File: config.mk
export PLATFORM = sky130hd
export DESIGN_NAME = cdr_phase_ctrl
export DESIGN_NICKNAME = d
export VERILOG_FILES = /design/src/rtl/cdr_phase_ctrl.sv
export SDC_FILE = /design/constraint.sdc
export NUM_CORES = 1
export LEC_CHECK = 0
export CAP_MARGIN = 20
export CORE_ASPECT_RATIO = 0.7
export CORE_MARGIN = 8
export CORE_UTILIZATION = 30
export CTS_CLUSTER_DIAMETER = 30
export DETAILED_ROUTE_END_ITERATION = 12
export PLACE_DENSITY = 0.42
export SLEW_MARGIN = 10
export SYNTH_ARGS = -nofsm -noshare
export SYNTH_HDL_FRONTEND = slang
export SYNTH_SLANG_ARGS = --single-unit
File: constraint.sdc
create_clock -name i_clk -period 5.6 [get_ports i_clk]
set_input_delay 1.12 -clock i_clk [delete_from_list [all_inputs] [get_ports i_clk]]
set_output_delay 1.12 -clock i_clk [all_outputs]
set_load 0.005 [all_outputs]
File: src/rtl/cdr_phase_ctrl.sv
// Bang-bang CDR phase controller: votes from an early/late phase detector are
// integrated into a saturating accumulator that steps a circular interpolator code.
module cdr_phase_ctrl #(
  parameter int CODE_W   = 6,
  parameter int ACC_W    = 8,
  parameter int THR_ACQ  = 4,
  parameter int THR_TRK  = 16,
  parameter int WIN_W    = 8,
  parameter int LOCK_MAX = 2,
  parameter int NT_MAX   = 200
) (
  input  logic              i_clk,
  input  logic              i_rst,
  input  logic              i_en,
  input  logic              i_t,
  input  logic              i_e,
  input  logic              i_load,
  input  logic [CODE_W-1:0] i_code_init,
  output logic [CODE_W-1:0] o_ph_code,
  output logic              o_ph_up,
  output logic              o_ph_dn,
  output logic              o_locked,
  output logic              o_los
);

  localparam int SC_W = $clog2(LOCK_MAX + 2);
  localparam int NT_W = $clog2(NT_MAX + 1);

  localparam logic signed [ACC_W:0] ACC_HI = $signed({2'b00, {(ACC_W-1){1'b1}}});
  localparam logic signed [ACC_W:0] ACC_LO = $signed({2'b11, {(ACC_W-1){1'b0}}});
  localparam logic signed [ACC_W:0] THR_A  = (ACC_W+1)'(THR_ACQ);
  localparam logic signed [ACC_W:0] THR_T  = (ACC_W+1)'(THR_TRK);
  localparam logic [SC_W-1:0]       SC_LIM = SC_W'(LOCK_MAX);
  localparam logic [SC_W-1:0]       SC_SAT = SC_W'(LOCK_MAX + 1);
  localparam logic [NT_W-1:0]       NT_SAT = NT_W'(NT_MAX);
  localparam logic [WIN_W-1:0]      WIN_END = {WIN_W{1'b1}};

  typedef enum logic [1:0] {
    S_IDLE,
    S_ACQ,
    S_TRACK
  } state_t;

  state_t                   r_state;
  logic signed [ACC_W-1:0]  r_acc;
  logic [CODE_W-1:0]        r_code;
  logic                     r_ph_up;
  logic                     r_ph_dn;
  logic                     r_locked;
  logic                     r_los;
  logic                     r_los_q;
  logic [WIN_W-1:0]         r_win;
  logic [SC_W-1:0]          r_steps;
  logic [NT_W-1:0]          r_nt;

  logic signed [ACC_W:0]    w_vote;
  logic signed [ACC_W:0]    w_acc_ext;
  logic signed [ACC_W:0]    w_sum;
  logic signed [ACC_W:0]    w_sum_sat;
  logic signed [ACC_W:0]    w_thr;
  logic signed [ACC_W:0]    w_thr_neg;
  logic                     w_step_ok;
  logic                     w_up;
  logic                     w_dn;
  logic [SC_W-1:0]          w_steps_inc;
  logic [NT_W-1:0]          w_nt_next;
  logic                     w_los_rise;
  logic                     w_win_end;

  always_comb begin
    w_vote = '0;
    if (i_en && i_t) begin
      w_vote = i_e ? '1 : (ACC_W+1)'(1);
    end
  end

  assign w_acc_ext = {r_acc[ACC_W-1], r_acc};
  assign w_sum     = w_acc_ext + w_vote;

  always_comb begin
    w_sum_sat = w_sum;
    if (w_sum > ACC_HI) begin
      w_sum_sat = ACC_HI;
    end else if (w_sum < ACC_LO) begin
      w_sum_sat = ACC_LO;
    end
  end

  assign w_thr     = (r_state == S_TRACK) ? THR_T : THR_A;
  assign w_thr_neg = -w_thr;

  // LOAD wins over a threshold crossing; IDLE only integrates, never steps.
  assign w_step_ok = i_en && (r_state != S_IDLE) && !i_load;
  assign w_up      = w_step_ok && (w_sum_sat >= w_thr);
  assign w_dn      = w_step_ok && (w_sum_sat <= w_thr_neg);

  assign w_steps_inc = ((w_up || w_dn) && (r_steps != SC_SAT)) ? r_steps + SC_W'(1) : r_steps;

  always_comb begin
    w_nt_next = r_nt;
    if (i_t) begin
      w_nt_next = '0;
    end else if (r_nt != NT_SAT) begin
      w_nt_next = r_nt + NT_W'(1);
    end
  end

  assign w_los_rise = r_los && !r_los_q;
  assign w_win_end  = (r_win == WIN_END);

  always_ff @(posedge i_clk or posedge i_rst) begin
    if (i_rst) begin
      r_state  <= S_IDLE;
      r_acc    <= '0;
      r_code   <= '0;
      r_ph_up  <= 1'b0;
      r_ph_dn  <= 1'b0;
      r_locked <= 1'b0;
      r_los    <= 1'b0;
      r_los_q  <= 1'b0;
      r_win    <= '0;
      r_steps  <= '0;
      r_nt     <= '0;
    end else begin
      r_los_q <= r_los;
      r_ph_up <= w_up;
      r_ph_dn <= w_dn;

      if (i_load) begin
        r_code <= i_code_init;
      end else if (w_up) begin
        r_code <= r_code + CODE_W'(1);
      end else if (w_dn) begin
        r_code <= r_code - CODE_W'(1);
      end

      // The no-transition counter only advances with the loop enabled.
      if (i_en) begin
        r_nt  <= w_nt_next;
        r_los <= (w_nt_next == NT_SAT);
      end

      if (!i_en) begin
        r_state  <= S_IDLE;
        r_acc    <= '0;
        r_win    <= '0;
        r_steps  <= '0;
        r_locked <= 1'b0;
      end else begin
        r_acc <= (i_load || w_up || w_dn) ? '0 : w_sum_sat[ACC_W-1:0];
        if (w_los_rise || r_state == S_IDLE) begin
          r_state  <= S_ACQ;
          r_win    <= '0;
          r_steps  <= '0;
          r_locked <= 1'b0;
        end else if (w_win_end) begin
          r_win   <= '0;
          r_steps <= '0;
          case (r_state)
            S_ACQ: begin
              if (w_steps_inc <= SC_LIM) begin
                r_state  <= S_TRACK;
                r_locked <= 1'b1;
              end
            end
            S_TRACK: begin
              if (w_steps_inc > SC_LIM) begin
                r_state  <= S_ACQ;
                r_locked <= 1'b0;
              end
            end
            default: begin
              r_state  <= S_IDLE;
              r_locked <= 1'b0;
            end
          endcase
        end else begin
          r_win   <= r_win + WIN_W'(1);
          r_steps <= w_steps_inc;
        end
      end
    end
  end

  assign o_ph_code = r_code;
  assign o_ph_up   = r_ph_up;
  assign o_ph_dn   = r_ph_dn;
  assign o_locked  = r_locked;
  assign o_los     = r_los;

endmodule

==> out/qor.yml <==
status:
  status: "finished, final reports clean"
routing:
  detail_route.iter0.violations: 179
  firstDrtPassIters: 4
  drt_wl_total_mm: 7.80
  drc: 0
  viasPerCell: 5.05
  ant_nets: 0
  num_vias: 2685
  wl_per_cell_um: 14.7
clocking:
  cts_sinks: 39
  cts_hold_buf: 0
  htreeDepth: 2
  clk_pin_slew_ns: 0.07
  cts_root_buffer: "clkbuf_16"
  clockBufferDepth: 2
  cts_resized: 1
  cts_buffers: 5
  cts_tree: "built"
  clk_latency_ns: 0.29
  postCtsSetupRepairBufs: 0
hold_path:
  hold_path.class: "reg -> reg"
floorplanning:
  start_util: 0.307
  rows: 30
  die_h_um: 99.1
  coreArea_um2: 9650
  die-area_um2: 13300
  die_w_um: 135
  io_pins: 22
synthesis:
  synth_top_cell_area_share: 0.330
  synth_edf_count: 0
  yosysSeqAreaShare: 0.330
  syn-cell-area_um2: 2960
  syn_inst: 344
  ys.flop_type: "dfrtp_1"
  synth_fp_nets: 373
  ys_seq_elements: 39
  synth_area_per_cell_um2: 8.60
  async_flop_share: 1.00
  yosys_warnings: 0
  synthTopCellsByArea: "dfrtp_1 33%, ha_1 6.8%, nor2_1 4.7%, o21ai_0 4.6%, nand2_1 3.9%"
  ys_types: 66
  yosys.area.top_type: "dfrtp_1"
pwr:
  switching_power_uw: 370
  intPower_uw: 742
  p_total_uw: 1110
  p_per_area_nw_per_um2: 294
  ir_worst_vdd_v: 0.000120
  p_clk_frac: 0.302
  p_sw_frac: 0.333
  power.share.sequential: 0.321
  p_comb_frac: 0.377
  p_leak_uw: 0.00165
run:
  maxCapViolations: 0
critical_path:
  cp-startpoint: "i_t"
  rr_startpoint: "r_acc[1]$_DFF_PP0_"
  worst_ep_required_time_ns: 5.77
  crit_type: "in -> reg"
  crit_path_end: "o_ph_code[5]$_DFFE_PP0P_"
  rrSetupSlack_ns: 1.30
  timing.rr.end: "o_ph_code[5]$_DFFE_PP0P_"
  cp-start-kind: "primary input"
  end_kind: "flop"
  path_max_fanout: 4
  cp.arrival_ns: 5.59
  reg2reg_depth: 18
sta:
  setup_tns_ns: 0
  final.setup.worst_slack_ns: 0.183
  period_share: 0.967
  min_period_ns: 5.42
  final_max_slew_viol_count: 0
  hold_violations: 0
  skew_ns: 0.00760
  setup_viol: 0
  fmax_mhz: 185
  rsz0062_at_grt: "false"
  tightest_slew_ns: 0.751
  slew_headroom: 0.496
placement:
  place.gp.congestion: 0.817
  dp_cells: 524
  pre_cts_ws_ns: -0.296
  port_buffers: 21
  dp_hpwl_mm: 6.03
global_routing:
  grt_pass1_wl_mm: 13.6
  grt_pass1_vias: 2578
  globalRoute.totalOverflow: 0
  grt.total_usage: 0.125
  grt_antenna_before_repair: 0
  grt_max_degree: 40
finish:
  drive_gt1_frac: 0.193
  instances_no_fill: 532
  area_growth_pct: 28.0
  layout.nets: 432
  n_antenna_cell: 0
-- how the worst min path moves through the flow --
stage | from | end | slack (ns) | cells after the start
2_1_floorplan | o_los$_DFFE_PP0P_ | r_los_q$_DFF_PP0_ | 0.40 | 0
3_3_place_gp | o_los$_DFFE_PP0P_ | r_los_q$_DFF_PP0_ | 0.40 | 0
3_5_place_dp | o_los$_DFFE_PP0P_ | r_los_q$_DFF_PP0_ | 0.39 | 0
4_1_cts | o_los$_DFFE_PP0P_ | r_los_q$_DFF_PP0_ | 0.40 | 0
5_1_grt | o_los$_DFFE_PP0P_ | r_los_q$_DFF_PP0_ | 0.43 | 0
6_report | o_los$_DFFE_PP0P_ | r_los_q$_DFF_PP0_ | 0.41 | 0
-- cells by family after synthesis --
family | count (synthesis) | share of synthesized area
multiplexers | 10 | 0.0360
buffers and inverters | 38 | 0.0613
AND/OR/NAND/NOR | 129 | 0.225
AO/OA/AOI/OAI | 89 | 0.207
flip-flops | 39 | 0.330
XOR/XNOR | 19 | 0.0563
adder cells (fa/ha/maj) | 20 | 0.0850
-- sequential cells by signal, indices dropped and copies added (netlist names) --
register   flops
r_los_q        1
o_locked       1
r_steps        2
r_nt           8
o_ph_up        1
o_ph_code      6
r_state        2
r_win          8
o_ph_dn        1
r_acc          8
o_los          1
-- cell usage after synthesis, drive strengths merged (8+ instances only) --
| cell | instances |
|---|---|
| nor3 | 10 |
| xor2 | 9 |
| nor2 | 37 |
| o21ai | 30 |
| a31oi | 8 |
| nand2 | 32 |
| a21oi | 12 |
| o211ai | 9 |
| inv | 25 |
| dfrtp | 39 |
| xnor2 | 10 |
| ha | 16 |
| buf | 9 |
| nand3 | 15 |
-- critical path, cell delays in order --
cell and delay (ns):
clkdlybuf4s50_1 0.54, nand3_2 0.18, inv_2 0.15, ha_1 0.28
nand2_1 0.13, nor4_1 0.06, buf_4 0.14, or3_1 0.40
o311ai_2 0.35, ha_1 0.32, o2111ai_1 0.12, a31oi_2 0.15
a31oi_4 0.21, ha_1 0.26, a21o_1 0.17, a21oi_2 0.17
o21bai_1 0.07, a21oi_1 0.17, mux2i_1 0.23, xor2_1 0.08
mux2_2 0.26
-- area by class of cell --
class / count / area (um^2)
clock buffers: 5 / 125
clock inverters: 3 / 47.5
fillers: 961 / 5860
inverters: 25 / 93.8
multi-input cells: 267 / 1840
flip-flops and latches: 39 / 976
well taps: 128 / 160
repair buffers: 65 / 543
-- power groups by stage --
stage / combinational, uW / clock [uW] / sequential [uW]
2_1_floorplan: 260 / 0 / 349
3_5_place_dp: 410 / 0 / 362
3_3_place_gp: 414 / 0 / 363
4_1_cts: 415 / 347 / 357
6_report: 419 / 336 / 357
5_1_grt: 469 / 361 / 365
-- layer usage --
layer  vias up  part of all wire  global-route usage
li1       1373                 -                   -
met1      1244              0.54               0.195
met2        64              0.39               0.167
met3         4             0.060              0.0290
met4         0            0.0045              0.0224
met5         -                 0                   0
-- placed cells by master, fill, tap and decap left out, drive strengths merged, types with 3 or more instances in the layout --
cell           count
or4                4
xor2               9
a211oi             3
nand4              3
xnor2             10
dfrtp             39
inv               26
o211ai             9
maj3               3
mux2               5
nand2             32
o21ai             30
nor2              37
o31ai              4
a21oi             12
or2                3
o2111ai            3
nor3              10
or3                6
mux2i              5
buf               44
and2               3
clkbuf             5
and3               5
nor4               4
clkdlybuf4s50     20
nand3             15
a31oi              8
ha                16
-- stage by stage --
step / utilization / area, um^2 / hold slack (ns)
2_1_floorplan: - / 2960 / 0.396
4_1_cts: 0.389 / 3750 / 0.405
3_3_place_gp: 0.370 / 3570 / 0.397
5_1_grt: 0.392 / 3790 / 0.426
3_5_place_dp: 0.370 / 3570 / 0.387
6_report: 0.392 / 3790 / 0.406
No activity file was read; power rests on OpenSTA's default activity.
